File: config.mk
export PLATFORM = sky130hd
export DESIGN_NAME = conv_frame_scheduler
export DESIGN_NICKNAME = d
export VERILOG_FILES = /design/src/rtl/conv_frame_scheduler.sv
export SDC_FILE = /design/constraint.sdc
export NUM_CORES = 1
export LEC_CHECK = 0
export CORE_ASPECT_RATIO = 1.4
export CORE_MARGIN = 1
export CORE_UTILIZATION = 42
export CTS_CLUSTER_DIAMETER = 30
export DETAILED_ROUTE_END_ITERATION = 10
export PLACE_DENSITY = 0.75
export SLEW_MARGIN = 25
export SYNTH_ARGS = -nofsm -noshare
export SYNTH_HDL_FRONTEND = slang
export SYNTH_SLANG_ARGS = --single-unit
File: constraint.sdc
create_clock -name clk -period 1.7 [get_ports clk]
set_input_delay 0.34 -clock clk [delete_from_list [all_inputs] [get_ports clk]]
set_output_delay 0.34 -clock clk [all_outputs]
set_load 0.05 [all_outputs]
File: src/rtl/conv_frame_scheduler.sv
// conv_frame_scheduler
//   Frame-level sequencer for the 3x3 convolution pipeline. Loads the nine
//   filter coefficients, then meters an NxN pixel stream into the line
//   buffers over a valid/ready handshake. It tracks the row/column of each
//   accepted pixel, flags pixels that complete a 3x3 window, and pulses
//   frame_done once the last pixel of a frame has been written.
//
// Parameters
//   N      image width = height in pixels (N >= 3)
//   PIX_W  pixel / coefficient width in bits
//
// Ports
//   clk, rst     clock; synchronous active-high reset
//   start        begin a frame (only looked at in IDLE)
//   coeff_valid / coeff_in / coeff_ready   coefficient byte handshake
//   pix_valid / pix_ready                  pixel handshake
//   out_stall    downstream backpressure, blocks pixel acceptance
//   lb_wr_en     line-buffer write strobe (pixel accepted this cycle)
//   row, col     position of the pixel accepted this cycle
//   win_valid    accepted pixel completes a 3x3 window
//   filter       active coefficients, first byte loaded in the MSBs
//   busy         sequencer not idle
//   frame_done   one-cycle pulse following the last pixel of a frame
//
// Build option
//   COEFF_DBUF_EN  adds a shadow coefficient bank that can be filled while a
//                  frame runs; a start with a full shadow bank swaps it into
//                  filter and goes straight to RUN.

module conv_frame_scheduler #(
    parameter int N     = 32,
    parameter int PIX_W = 8
) (
    input  logic                          clk,
    input  logic                          rst,
    input  logic                          start,
    input  logic                          coeff_valid,
    input  logic [PIX_W-1:0]              coeff_in,
    output logic                          coeff_ready,
    input  logic                          pix_valid,
    output logic                          pix_ready,
    input  logic                          out_stall,
    output logic                          lb_wr_en,
    output logic [$clog2(N)-1:0]          row,
    output logic [$clog2(N)-1:0]          col,
    output logic                          win_valid,
    output logic [9*PIX_W-1:0]            filter,
    output logic                          busy,
    output logic                          frame_done
);

    localparam int RC_W = $clog2(N);
    localparam int FW   = 9 * PIX_W;

    localparam logic [RC_W-1:0] LAST_IDX = RC_W'(N - 1);
    localparam logic [RC_W-1:0] WIN_MIN  = RC_W'(2);

    typedef enum logic [1:0] {
        IDLE  = 2'd0,
        LOADC = 2'd1,
        RUN   = 2'd2,
        DONE  = 2'd3
    } state_t;

    state_t          state_reg,  state_next;
    logic [RC_W-1:0] row_reg,    row_next;
    logic [RC_W-1:0] col_reg,    col_next;
    logic [FW-1:0]   filter_reg, filter_next;
    logic [3:0]      ccnt_reg,   ccnt_next;

`ifdef COEFF_DBUF_EN
    logic [FW-1:0]   shadow_reg, shadow_next;
    logic [FW-1:0]   shadow_shifted;
    logic            coeff_accept;
`endif

    logic pix_accept;
    logic last_pix;

    // Pixel handshake: only RUN accepts, and only while downstream is not stalled.
    assign pix_accept = (state_reg == RUN) && pix_valid && !out_stall;
    assign last_pix   = (row_reg == LAST_IDX) && (col_reg == LAST_IDX);

    assign pix_ready  = (state_reg == RUN) && !out_stall;
    assign lb_wr_en   = pix_accept;
    assign win_valid  = pix_accept && (row_reg >= WIN_MIN) && (col_reg >= WIN_MIN);
    assign busy       = (state_reg != IDLE);
    assign frame_done = (state_reg == DONE);
    assign row        = row_reg;
    assign col        = col_reg;
    assign filter     = filter_reg;

`ifdef COEFF_DBUF_EN
    // The shadow bank accepts bytes in every state until it holds nine.
    assign coeff_ready    = (ccnt_reg < 4'd9);
    assign coeff_accept   = coeff_valid && coeff_ready;
    assign shadow_shifted = {shadow_reg[FW-PIX_W-1:0], coeff_in};
`else
    assign coeff_ready    = (state_reg == LOADC);
`endif

    always_comb begin
        state_next  = state_reg;
        row_next    = row_reg;
        col_next    = col_reg;
        filter_next = filter_reg;
        ccnt_next   = ccnt_reg;
`ifdef COEFF_DBUF_EN
        shadow_next = shadow_reg;
        if (coeff_accept) begin
            shadow_next = shadow_shifted;
            ccnt_next   = ccnt_reg + 4'd1;
        end
`endif

        case (state_reg)
            IDLE: begin
                if (start) begin
`ifdef COEFF_DBUF_EN
                    // A full shadow bank means the next filter is ready: skip loading.
                    if (ccnt_reg == 4'd9) begin
                        filter_next = shadow_reg;
                        ccnt_next   = 4'd0;
                        state_next  = RUN;
                    end else begin
                        state_next  = LOADC;
                    end
`else
                    state_next = LOADC;
`endif
                end
            end

            LOADC: begin
`ifdef COEFF_DBUF_EN
                // Transfer on the ninth byte; the count can also already be nine
                // if the bank filled on the same cycle start was taken in IDLE.
                if (coeff_accept && (ccnt_reg == 4'd8)) begin
                    filter_next = shadow_shifted;
                    ccnt_next   = 4'd0;
                    state_next  = RUN;
                end else if (ccnt_reg == 4'd9) begin
                    filter_next = shadow_reg;
                    ccnt_next   = 4'd0;
                    state_next  = RUN;
                end
`else
                if (coeff_valid) begin
                    filter_next = {filter_reg[FW-PIX_W-1:0], coeff_in};
                    if (ccnt_reg == 4'd8) begin
                        ccnt_next  = 4'd0;
                        state_next = RUN;
                    end else begin
                        ccnt_next  = ccnt_reg + 4'd1;
                    end
                end
`endif
            end

            RUN: begin
                if (pix_accept) begin
                    if (last_pix) begin
                        row_next   = '0;
                        col_next   = '0;
                        state_next = DONE;
                    end else if (col_reg == LAST_IDX) begin
                        col_next = '0;
                        row_next = row_reg + RC_W'(1);
                    end else begin
                        col_next = col_reg + RC_W'(1);
                    end
                end
            end

            DONE: begin
                state_next = IDLE;
            end

            default: begin
                state_next = IDLE;
            end
        endcase
    end

    always_ff @(posedge clk) begin
        if (rst) begin
            state_reg  <= IDLE;
            row_reg    <= '0;
            col_reg    <= '0;
            filter_reg <= '0;
            ccnt_reg   <= '0;
`ifdef COEFF_DBUF_EN
            shadow_reg <= '0;
`endif
        end else begin
            state_reg  <= state_next;
            row_reg    <= row_next;
            col_reg    <= col_next;
            filter_reg <= filter_next;
            ccnt_reg   <= ccnt_next;
`ifdef COEFF_DBUF_EN
            shadow_reg <= shadow_next;
`endif
        end
    end

endmodule

==> results of run 1 <==
## kinds of logic (layout without fill, tap and decap cells)
family,after synthesis,in the layout
multiplexers,2,2
buffers and inverters,38,155
AO/OA/AOI/OAI,99,99
AND/OR/NAND/NOR,186,186
flip-flops,88,88
adder cells (fa/ha/maj),13,13
## power breakdown
part / switching, uW / leakage, uW / internal (uW)
combinational: 875 / 0.00111 / 586
sequential: 68.6 / 0.000716 / 2140
clock: 719 / 0.0000987 / 674
## how the worst max path moves through the flow
stage          startpoint        end  slack (ps)  cells after the start
6_report           row[0]  win_valid        -300                      6
5_1_grt            row[0]  win_valid        -380                      6
4_1_cts            row[0]  win_valid        -350                      6
3_5_place_dp    out_stall     col[3]        -140                      5
3_3_place_gp    out_stall     col[3]        -130                      5
2_1_floorplan      col[1]     row[2]        -140                      7
## repair_timing
| item | in CTS | in global routing |
|---|---|---|
| setup buffers | 7 | 2 |
| endpoints found under the setup margin | 9 | 11 |
| hold buffers | 0 | 0 |
| pin swaps | 3 | 4 |
| resized for setup | 8 | 8 |
## synth_stat cells (2+ instances only)
cell	n	area share, %
nand3b_1	2	0.44
or4_1	3	0.66
a31oi_1	2	0.37
or3_1	3	0.55
o21ai_0	6	0.88
nor2b_1	2	0.37
ha_1	13	4.8
nor2_1	5	0.55
or4b_1	2	0.59
a21oi_1	84	12
dfxtp_1	88	52
inv_1	10	1.1
and3_1	2	0.37
nand2_1	156	17
buf_2	8	1.2
clkbuf_1	18	2.0
mux2i_1	2	0.59
nand3_1	6	0.88
nand4b_1	2	0.51
## metal layers
layer / share of wire (%) / vias up / GRT usage, % / wire, um
met4: 2.1 / 0 / 8.60 / 170
met2: 50 / 85 / 33.1 / 4080
met5: 0 / - / 0 / 0
met1: 42 / 1452 / 23.8 / 3440
met3: 5.5 / 14 / 5.32 / 447
li1: - / 1638 / - / -
## through the flow
step	setup slack, ps	hold slack, ps	TNS, ps
after floorplan	-141	472	-1390
after global placement	-127	442	-462
after detailed placement	-144	449	-730
after CTS	-348	361	-997
after global routing	-376	386	-1550
final	-300	385	-832
## worst max-delay path, stage by stage, from the launching register on
cell     delay (ps)
dfxtp_4         340
inv_1            40
ha_2            160
or4_4           420
o21ai_4         150
a21oi_4          50
buf_12          150
## cell type report
| class | count | share of cell area [%] |
|---|---|---|
| multi-input combinational | 300 | 32.8 |
| inverter | 10 | 0.889 |
| clock buffer | 12 | 3.38 |
| timing repair buffer | 129 | 23.3 |
| sequential | 88 | 36.3 |
| tap | 100 | 2.54 |
| clock inverter | 4 | 0.686 |
==> results.json, run 1 <==
{
  "status": "finished with violations",
  "violations": "setup timing",
  "cts_buffer_depth": 2,
  "min-delay-start": "rst",
  "syn_area_mm2": 0.00341,
  "maxSlewHeadroom_pct": 76.1,
  "synth_async_sr_flop_share_pct": 0,
  "startpoint_type": "flip-flop",
  "yosys_warnings": 0,
  "cts_tree": "built",
  "seq_area_frac_synth_pct": 51.7,
  "arrival_ps": 1660,
  "fin_ws_ps": -300,
  "synth_mux_area_share_pct": 0.588,
  "cap_viol_max_count": 0,
  "portBuffers": 101,
  "drc": 0,
  "hold_viol": 0,
  "via_per_inst": 4.96,
  "tightest_slew_ps": 358,
  "ios": 102,
  "fin_crit_ps": 2000,
  "mostFrequentLayoutCells": "nand2_1, buf_4, a21oi_1",
  "synth_top_family_by_area": "simple AND/OR/NAND/NOR gates",
  "max_freq_mhz": 500,
  "timing.rr.start": "row[0]",
  "detail_route.iter0.violations": 182,
  "fin_nets": 565,
  "skew_ps": 9.16,
  "rsz0062_at_grt": "yes",
  "synth-compound-area-share_pct": 15.5,
  "dp_hpwl_um": 5720,
  "numCtsBuffers": 9,
  "finalMaxSlewViolations": 0,
  "whs_path_depth": 2,
  "yosys_most_used_dff": "dfxtp_1",
  "htree_levels": 3,
  "critPathKind": "flip-flop to output pin",
  "worstPathRequired_ps": 1360,
  "crit_path_max_fanout": 2,
  "dp.cells": 620,
  "hold_class": "primary input to flip-flop",
  "finalInstanceArea_mm2": 0.00493,
  "instances_no_fill": 643,
  "total_power_uw": 5060,
  "synth-seq-cells": 88,
  "p_per_area_mw_per_mm2": 1030,
  "wl_per_cell_um": 12.7,
  "firstDrtPassIters": 4,
  "final_common_cell": "nand2_1",
  "syn_inst": 426,
  "cts-root-buf": "clkbuf_8",
  "multi_input_area_mm2": 0.00162,
  "syn_avg_cell_area_um2": 8.00,
  "final_min_period_over_clock_period_pct": 118,
  "seq_area_mm2": 0.00179,
  "row_count": 38,
  "diodes": 0,
  "reg2reg_to": "row[1]",
  "grtUsageTotal_pct": 19.8,
  "initial_core_util_pct": 43.7,
  "syn_nets": 453,
  "setup_viol": 8,
  "drive_above_1_share_pct": 30.2,
  "grt_remaining_overflow": 0,
  "ant_nets": 0,
  "path_clk_slew_ps": 80,
  "n_fill_cell": 696,
  "end_kind": "output pin",
  "grt_pass1_wl_um": 13400,
  "synth_cell_types": 31,
  "die_h_um": 109,
  "grt_pass1_vias": 2907,
  "synthXorXnorAreaFrac_pct": 0,
  "place_area_mm2": 0.00461,
  "antenna_found_initial": 0,
  "core_area_mm2": 0.00780,
  "leakage_uw": 0.00193,
  "worstSkewPairLatency_ps": 340,
  "grt_max_degree": 43,
  "reg2reg_depth": 7,
  "synth_edf_count": 0,
  "clkSinkCount": 88,
  "largest_reg_flops": 72,
  "synthAdderAreaFrac_pct": 4.77,
  "synth_simple_gate_area_share_pct": 22.9,
  "num_vias": 3189,
  "gp_congestion": 0.745,
  "final_util_pct": 63.2,
  "drt_wl_total_um": 8130,
  "holdPathEnd": "col[3]",
  "syn_to_final_growth_pct": 44.6,
  "rrSetupSlack_ps": -100,
  "peakVddDrop_mv": 0.808,
  "die_w_um": 78.1,
  "fp.dieArea_mm2": 0.00848
}
No activity file was read; power rests on OpenSTA's default activity.
==> run 2, diff against run 1 <==
ABC_AREA = 1   (was unset)
GPL_ROUTABILITY_DRIVEN = 0   (was unset)
PLACE_DENSITY = unset   (was 0.75)
PLACE_DENSITY_LB_ADDON = 0.3   (was unset)
==> run 2 against run 1 <==
- the flow still finishes with violations (setup timing)
- routed wire length down 1.4%
- via count down 1.2%
- cell area down 0.74%
- synthesized cell count up 3.3%
- worst setup slack better by 210 ps
- final cell count up 2.2%
- critical path type unchanged
- largest power group is now combinational cells
- highest routed layer unchanged
==> results.json, run 2 <==
{
  "crit_slowest_cell": "dfxtp_2",
  "mostFrequentLayoutCells": "nor2_1, buf_4, dfxtp_1",
  "leakage_uw": 0.00211,
  "synth_top_area_cell": "dfxtp_1",
  "rsz0062_at_grt": "yes",
  "max_freq_mhz": 559,
  "arrival_ps": 1450,
  "critPathLaunch": "row[0]",
  "row_count": 38,
  "setup_viol": 3,
  "numCtsBuffers": 9,
  "portBuffers": 101,
  "power.internal_uw": 4220,
  "ys_top_cells_by_area": "dfxtp_1, nor2_1, o21ai_0",
  "syn_inst": 440,
  "ant_nets": 0,
  "fin_ws_ps": -88.6,
  "synth.most_common_cell": "nor2_1",
  "path_depth": 6,
  "cts_tree": "built",
  "final_common_cell": "nor2_1",
  "p_comb_share_pct": 45.5,
  "final_min_period_over_clock_period_pct": 105,
  "largest_reg_flops": 72,
  "crit_path_max_fanout": 3,
  "dp_slack_ps": -52.3,
  "drc": 0,
  "via_per_inst": 4.79,
  "end_kind": "output pin",
  "power_frac_clock_pct": 18.1,
  "grt_pass1_wl_um": 12800,
  "status": "finished with violations",
  "reg2reg_depth": 14,
  "tightest_slew_ps": 330,
  "critPathKind": "flip-flop to output pin",
  "syn_avg_cell_area_um2": 7.73,
  "yosys_warnings": 0,
  "syn_nets": 467,
  "dp_hpwl_um": 5490,
  "reg2reg_to": "state_reg[1]",
  "detail_route.iter0.violations": 157,
  "cap_viol_max_count": 0,
  "syn_area_mm2": 0.00340,
  "peakVddDrop_mv": 1.02,
  "drt_wl_total_um": 8020,
  "maxSlewHeadroom_pct": 78.0,
  "antenna_found_initial": 0,
  "violations": "setup timing",
  "cts-root-buf": "clkbuf_8",
  "syn_to_final_growth_pct": 43.8,
  "synth_cell_types": 25,
  "firstDrtPassIters": 4,
  "worstPathCellList": "inv_2 -> ha_4 -> nor4_4 -> buf_4 -> nor3_4 -> buf_12",
  "fin_crit_ps": 1790,
  "initial_core_util_pct": 43.6,
  "p_sw_uw": 3500,
  "diodes": 0,
  "worstPathRequired_ps": 1360,
  "p_sw_share_pct": 45.3,
  "hold_viol": 0,
  "crit_family": "buffers and inverters",
  "p_per_area_mw_per_mm2": 1580,
  "postCtsHoldBufs": 0,
  "yosys_most_used_dff": "dfxtp_1",
  "ios": 102,
  "path_clk_slew_ps": 100,
  "min-delay-start": "filter[65]",
  "core_area_mm2": 0.00780,
  "cts_buffer_depth": 2,
  "timing.rr.start": "row[0]",
  "num_vias": 3150,
  "seq_area_frac_synth_pct": 51.8,
  "synthTopCellsByCount": "nor2_1, dfxtp_1, o21ai_0",
  "holdPathEnd": "filter[65]",
  "final_util_pct": 62.7,
  "grtUsageTotal_pct": 18.9,
  "die_w_um": 78.1,
  "fp.dieArea_mm2": 0.00847,
  "synth_async_sr_flop_share_pct": 0,
  "grt_remaining_overflow": 0,
  "synth_edf_count": 0,
  "drive_above_1_share_pct": 30.7,
  "clkSinkCount": 88,
  "wl_per_cell_um": 12.2,
  "synth-seq-cells": 88,
  "path_buf_inv": 3,
  "grt_max_degree": 53,
  "seq_power_share_pct": 36.4,
  "skew_ps": 10.3,
  "grt_pass1_vias": 2766,
  "die_h_um": 108,
  "rrSetupSlack_ps": -30,
  "whs_path_depth": 2,
  "hold_class": "flip-flop to flip-flop",
  "slowest_delay_ps": 340,
  "fin_nets": 579,
  "startpoint_type": "flip-flop",
  "finalMaxSlewViolations": 0,
  "worstSkewPairLatency_ps": 350,
  "yosysTopAreaCellShare_pct": 51.8,
  "htree_levels": 3
}
run 2: worst max path at each step:
stage / end / slack (ps)
floorplan: win_valid / -140
global placement: win_valid / -20
detailed placement: col[2] / -50
CTS: win_valid / -120
global route: win_valid / -170
finish: win_valid / -90
run 2: what timing repair did:
item / CTS / global route
setup endpoints to repair: 3 / 37
pin swaps: 5 / 13
resized for setup: 12 / 33
setup buffers: 6 / 4
endpoints found under the hold margin: 0 / 0
run 2: routing by layer:
layer	vias to the layer above	wire (um)	part of all wire, %	global-route usage, %
met2	92	4010	50	32.0
met1	1415	3360	42	22.1
li1	1636	-	-	-
met5	-	0	0	0
met3	7	569	7.1	7.09
met4	0	81	1.0	6.08
run 2: cell type report:
type                       count  area, um2
clock buffer                   9        124
clock inverter                 7       75.1
fill                         704       2910
inverter                      22       90.1
multi-input combinational    306       1590
sequential                    88       1780
tap                          100        125
timing repair buffer         125       1100
run 2: logic make-up (layout without fill, tap and decap cells):
logic type                 count (synthesis)  in the layout  share of synthesized area [%]
and+or+nand+nor                          201            201                           24.0
AOI/OAI and AO/OA                         90             90                           13.4
DFF                                       88             88                           51.8
buffers and inverters                     46            163                           5.48
adders and majority gates                 13             13                           4.78
xor gates and xnor gates                   2              2                          0.515
run 2: power groups by stage:
| stage | Clock, uW | Sequential (uW) | Combinational, uW |
|---|---|---|---|
| 2_1_floorplan | 0 | 4120 | 1040 |
| 3_3_place_gp | 0 | 2830 | 3380 |
| 5_1_grt | 1550 | 2860 | 3770 |
| 4_1_cts | 1460 | 2810 | 3500 |
| 6_report | 1400 | 2800 | 3510 |
| 3_5_place_dp | 0 | 2850 | 3430 |
run 2: through the flow:
step	cell area [um2]	instances	total power (uW)	setup TNS, ps	hold WS (ps)
2_1_floorplan	3420	440	5150	-378	409
3_3_place_gp	4480	633	6210	-17.6	463
3_5_place_dp	4480	633	6280	-150	476
4_1_cts	4760	655	7760	-260	494
5_1_grt	4890	657	8180	-633	527
6_report	4890	657	7720	-143	492
run 2: worst register-to-register path: stages, from the launching register on:
cell and delay [ps]:
dfxtp_2 350, buf_4 100, buf_4 100, ha_2 170, nand2_1 70, nor2_1 130, ha_2 200, nand2_2 70
inv_2 90, nand2_2 60, nand2_2 60, inv_1 40, nor2_2 100, nor2_1 50, nor2_1 80
